**src/rtl/moving_average_scheduler.sv**
```systemverilog
// Round-robin front end that time-shares one fixed-latency moving-average engine among N_CH
// requesters, routes results back by channel tag and tracks per-channel window warm-up.
module moving_average_scheduler #(
    parameter int unsigned N_CH   = 4,
    parameter int unsigned CH_W   = 2,
    parameter int unsigned LAT    = 2,
    parameter int unsigned WINDOW = 4
) (
    input  logic                system1000,
    input  logic                system1000_rstn,
    input  logic [N_CH-1:0]     req_i,
    input  logic [8*N_CH-1:0]   sample_i,
    input  logic [N_CH-1:0]     ch_en_i,
    input  logic                clear_i,
    output logic [N_CH-1:0]     ack_o,
    output logic                eng_valid_o,
    output logic [7:0]          eng_sample_o,
    output logic [CH_W-1:0]     eng_ch_o,
    input  logic [7:0]          eng_result_i,
    output logic [N_CH-1:0]     res_valid_o,
    output logic [7:0]          res_data_o,
    output logic [N_CH-1:0]     warm_o
);

    localparam logic [7:0] WinCnt = 8'(WINDOW);

    logic [CH_W-1:0] ptr_q, ptr_d;
    logic [N_CH-1:0] elig;
    logic            grant_vld;
    logic [CH_W-1:0] grant_ch;
    logic [7:0]      grant_sample;
    logic [7:0]      cnt_q [N_CH];
    logic [7:0]      cnt_d [N_CH];
    logic [N_CH-1:0] warm_d;
    logic [LAT-1:0]  tag_vld_q;
    logic [CH_W-1:0] tag_ch_q [LAT];
    logic [N_CH-1:0] res_valid_d;

    assign elig = req_i & ch_en_i;

    // Search starts at ptr and wraps; the first eligible channel wins.
    always_comb begin
        int unsigned s;
        s         = 0;
        grant_vld = 1'b0;
        grant_ch  = '0;
        for (int unsigned i = 0; i < N_CH; i++) begin
            s = 32'(ptr_q) + i;
            if (s >= N_CH) s = s - N_CH;
            if (!grant_vld && elig[CH_W'(s)]) begin
                grant_vld = 1'b1;
                grant_ch  = CH_W'(s);
            end
        end
    end

    assign grant_sample = sample_i[{grant_ch, 3'b000} +: 8];

    always_comb begin
        ack_o = '0;
        if (grant_vld && system1000_rstn) ack_o[grant_ch] = 1'b1;
    end

    always_comb begin
        ptr_d = ptr_q;
        if (clear_i) begin
            ptr_d = '0;
        end else if (grant_vld) begin
            ptr_d = (32'(grant_ch) == N_CH - 1) ? '0 : grant_ch + 1'b1;
        end
    end

    // Clear wins over a same-cycle increment; the issue itself still goes ahead.
    always_comb begin
        for (int unsigned c = 0; c < N_CH; c++) begin
            cnt_d[c] = cnt_q[c];
            if (clear_i) begin
                cnt_d[c] = '0;
            end else if (grant_vld && 32'(grant_ch) == c && cnt_q[c] != WinCnt) begin
                cnt_d[c] = cnt_q[c] + 8'd1;
            end
            warm_d[c] = (cnt_d[c] == WinCnt);
        end
    end

    always_comb begin
        res_valid_d = '0;
        if (tag_vld_q[LAT-1]) res_valid_d[tag_ch_q[LAT-1]] = 1'b1;
    end

    always_ff @(posedge system1000 or negedge system1000_rstn) begin
        if (!system1000_rstn) begin
            ptr_q        <= '0;
            eng_valid_o  <= 1'b0;
            eng_sample_o <= '0;
            eng_ch_o     <= '0;
            tag_vld_q    <= '0;
            tag_ch_q     <= '{default: '0};
            res_valid_o  <= '0;
            res_data_o   <= '0;
            cnt_q        <= '{default: '0};
            warm_o       <= '0;
        end else begin
            ptr_q       <= ptr_d;
            eng_valid_o <= grant_vld;
            if (grant_vld) begin
                eng_sample_o <= grant_sample;
                eng_ch_o     <= grant_ch;
            end
            // Tags ride alongside the engine so each result knows its owner.
            tag_vld_q[0] <= eng_valid_o;
            tag_ch_q[0]  <= eng_ch_o;
            for (int i = 1; i < LAT; i++) begin
                tag_vld_q[i] <= tag_vld_q[i-1];
                tag_ch_q[i]  <= tag_ch_q[i-1];
            end
            res_valid_o <= res_valid_d;
            if (tag_vld_q[LAT-1]) res_data_o <= eng_result_i;
            cnt_q  <= cnt_d;
            warm_o <= warm_d;
        end
    end

endmodule

```
**config.mk**
```make
export PLATFORM = sky130hd
export DESIGN_NAME = moving_average_scheduler
export DESIGN_NICKNAME = d
export VERILOG_FILES = /design/src/rtl/moving_average_scheduler.sv
export SDC_FILE = /design/constraint.sdc
export NUM_CORES = 1
export LEC_CHECK = 0
export ABC_AREA = 1
export BUFFER_PORTS_ARGS = -buffer_cell sky130_fd_sc_hd__buf_2
export CAP_MARGIN = 30
export CORE_MARGIN = 3
export CORE_UTILIZATION = 42
export CTS_CLUSTER_DIAMETER = 100
export DETAILED_ROUTE_END_ITERATION = 6
export HOLD_SLACK_MARGIN = 0.05
export PLACE_DENSITY_LB_ADDON = 0.05
export SKIP_CTS_REPAIR_TIMING = 1
export SYNTH_ARGS = -nofsm -noshare
export SYNTH_HDL_FRONTEND = slang
export SYNTH_SLANG_ARGS = --single-unit
export TNS_END_PERCENT = 50
```
**constraint.sdc**
```tcl
create_clock -name system1000 -period 4.9 [get_ports system1000]
set_clock_uncertainty 0.05 [all_clocks]
set_input_delay 0.98 -clock system1000 [delete_from_list [all_inputs] [get_ports system1000]]
set_output_delay 0.98 -clock system1000 [all_outputs]
set_load 0.1 [all_outputs]
```
==> summary.md <==
| Metric | Value |
|---|---|
| Most frequent CP cell | `nand2_1` |
| Diodes inserted | `0` |
| Min cycle time layout | `4030 ps` |
| Internal power | `1.40 mW` |
| Combinational fraction of design power | `61.3%` |
| Design area | `4610 um^2` |
| Final WS setup | `872 ps` |
| RSZ-0062 raised after global routing | `no` |
| Max frequency | `248 MHz` |
| Leak | `2.49 nW` |
| Die Wd | `103 um` |
| Routability cong. | `0.853` |
| Crit end category | `primary output` |
| CP top delay family | `simple AND/OR/NAND/NOR gates` |
| Total track usage | `16.9%` |
| Mean routed wirelength per cell | `12.6 um` |
| Period utilisation layout | `82.2%` |
| CTS Root Cell | `clkbuf_8` |
| Vias in the first global route | `3163` |
| FF-to-FF Start | `ptr_q[0]` |
| Placed cell area | `4400 um^2` |
| Register share of total power | `23.8%` |
| Total Routed Length | `8660 um` |
| Max_slew headroom | `43.7%` |
| Startpoint types | `input port` |
| Netlist cell types | `38` |
| WS Path Type | `in2out` |
| PD cells | `707 nW/um^2` |
| Status | `finished, final reports clean` |
| Setup violators final | `0` |
| Dpl ws | `875 ps` |
| Starting density of the core | `44.0%` |
| Top_reg_cell synth | `dfrtp_1` |
| Mapped Nets | `554` |
| Setup TNS Final | `0 ps` |
| CTS tree | `built` |
| Top-area cell type share of the netlist area | `42.9%` |
| Rows | `34` |
| Max VDD drop | `0.262 mV` |
| Sw frac | `57.0%` |
| Hold crit path type | `reg2reg` |
| Share of layout cells above drive strength 1 | `24.5%` |
| Final std cells w/o fill | `688` |
| CTS H-tree lvls | `3` |
| Max-slew violation count | `0` |
| CTS Buffer Depth | `2` |
| Critical Path AT | `3000 ps` |
| Final total power | `3.26 mW` |
| Post-Synthesis Cells | `494` |
| Die ar. | `10500 um^2` |
| Finished Core Util | `51.8%` |
| Max Cap Viol | `0` |
| Layout fillers | `853` |
| Worst path slowest cell | `buf_2` |
| Max incr delay on CP | `430 ps` |
| Ys async rst share | `100%` |
| R2R depth | `17` |
| Hold path depth | `0` |
| Worst path required time | `3870 ps` |
| First-pass GRT wire length | `14200 um` |
| P_sw | `1.86 mW` |
| DRC Markers | `0` |
| Reg2reg setup slack | `1950 ps` |
| Initial DRC Count | `174` |
| Final Hold Viols | `0` |
| Average cell area after synthesis | `7.92 um^2` |
| Nets | `635` |
| Register area share after synthesis | `42.9%` |
| Commonest non-fill, non-tap cells in the layout | `124 x nand2_1, 81 x buf_2, 69 x inv_1, 67 x dfrtp_1, 40 x nand3_1` |
| Vias | `3428` |
| Ports | `82` |
| Worst hold start | `tag_ch_q[2]` |
| Post-Place Cells | `672` |
| Die height | `103 um` |
| CTS clock-pin slew for the worst setup and hold paths | `80 ps` |
| CTS Buf Count | `9` |
| Via-to-Cell Ratio | `4.98` |
| YS warnings | `0` |
| Initial antenna violation count | `0` |
| Clock Latency Late Sink | `340 ps` |
| Hold Slack | `302 ps` |
| GR Overflow Total | `0` |
| Leading cell type in the layout, fill and taps excluded | `nand2_1` |
| Area delta synth->final | `17.8%` |
| Top post-synthesis cells by area | `dfrtp_1 43%, nand2_1 12%, inv_1 6.6%, nand3_1 5.1%, nor2_1 3.1%` |
| Synth area leader | `dfrtp_1` |
| Clk pwr share | `14.9%` |
| Mapped Area | `3910 um^2` |
| #FFs+latches synth | `67` |
| Largest net degree at the start of global routing | `68` |
| Hpwl dp | `6330 um` |
| Worst hold endpoint | `tag_ch_q[0]` |
| Worst Max-Slew Pin Slew | `844 ps` |
| Pre-Repair DR Iteration Count | `6` |
| Worst Path Buf+Inv | `3` |
| Critical-path maximum fanout | `15` |
| Core area | `8890 um^2` |
| Worst path cell trace | `buf_2 -> nand2_1 -> nand2_1 -> nand2_1 -> nor2_1 -> a21oi_1 -> nand3_2 -> nor2_4 -> inv_1 -> nor2_1 -> buf_2` |
| Post-synth EDFFs | `0` |
| R2r endpoint | `warm_o[2]` |
| Post-route ant nets | `0` |
| Port Buf Inserts | `81` |
| Clock tree sinks | `67` |
registers in the layout, indices dropped and copies added, names as in the netlist:
signal / cells
cnt_q: 32
warm_o: 4
tag_vld_q: 2
tag_ch_q: 4
eng_valid_o: 1
eng_ch_o: 2
res_data_o: 8
ptr_q: 2
res_valid_o: 4
eng_sample_o: 8
synthesized netlist by cell type (4+ instances only):
cell type  instances
o221ai_1           8
nor4_1             4
nor3_1            16
nand3_1           40
clkbuf_1           8
inv_1             69
inv_2              4
xor2_1             9
nor2_1            32
ha_1               9
nand2_2            5
nand2_4            5
o21ai_1            4
nand2_1          124
o21ai_0           16
nand4_1           15
or2_2              9
a22oi_1            8
a21oi_1            5
xnor2_1            4
dfrtp_1           67
nand3_2            5
routing by layer:
layer	wire (um)	share of wire, %	vias up	global-route usage, %
li1	-	-	1767	-
met1	4230	49	1569	22.7
met2	3830	44	84	27.4
met3	502	5.8	8	3.32
met4	99	1.1	0	5.95
met5	0	0	-	0
power by group through the flow:
stage	clock network, mW	logic, mW	registers [mW]
2_1_floorplan	0	1.18	1.30
3_3_place_gp	0	2.00	0.786
3_5_place_dp	0	2.01	0.787
4_1_cts	0.502	2.02	0.776
5_1_grt	0.521	2.19	0.795
6_report	0.484	2.00	0.776
cell type report:
| type | count | area (um^2) | share of cell area (%) |
|---|---|---|---|
| Clock inverter | 7 | 83.8 | 1.82 |
| Timing Repair Buffer | 83 | 420 | 9.13 |
| Clock buffer | 9 | 124 | 2.69 |
| Inverter | 75 | 284 | 6.17 |
| Sequential cell | 67 | 1680 | 36.4 |
| Tap cell | 108 | 135 | 2.93 |
| Multi-Input combinational cell | 339 | 1880 | 40.9 |
cells by family after synthesis:
family	share of synthesized area (%)
flip-flops	42.9
buffers and inverters	9.12
adder cells (fa/ha/maj)	2.88
AO/OA/AOI/OAI	7.52
XOR/XNOR	2.91
AND/OR/NAND/NOR	34.7
worst reg2reg max path, stage by stage, from the launching register on:
cell and delay, ps:
dfrtp_1 530, inv_4 200, nand2_1 70, nand2_1 130
nand2_2 80, nand2_4 120, nand4_1 130, nand3_2 270
ha_1 200, inv_1 60, nor2_1 170, nand2_4 110
or2_0 230, a21oi_2 140, nand2_1 70, nor2_1 120
nand4_1 90, nor2_1 110
worst max-delay path by stage:
stage,startpoint,to,slack (ps),cells past startpoint
CTS,req_i[2],ack_o[1],870,11
global placement,req_i[2],ack_o[1],950,11
global route,req_i[2],ack_o[1],680,11
finish,req_i[2],ack_o[1],870,11
floorplan,req_i[1],ack_o[3],-160,10
detailed placement,req_i[2],ack_o[1],870,11
(Power assumes the default switching activity.)
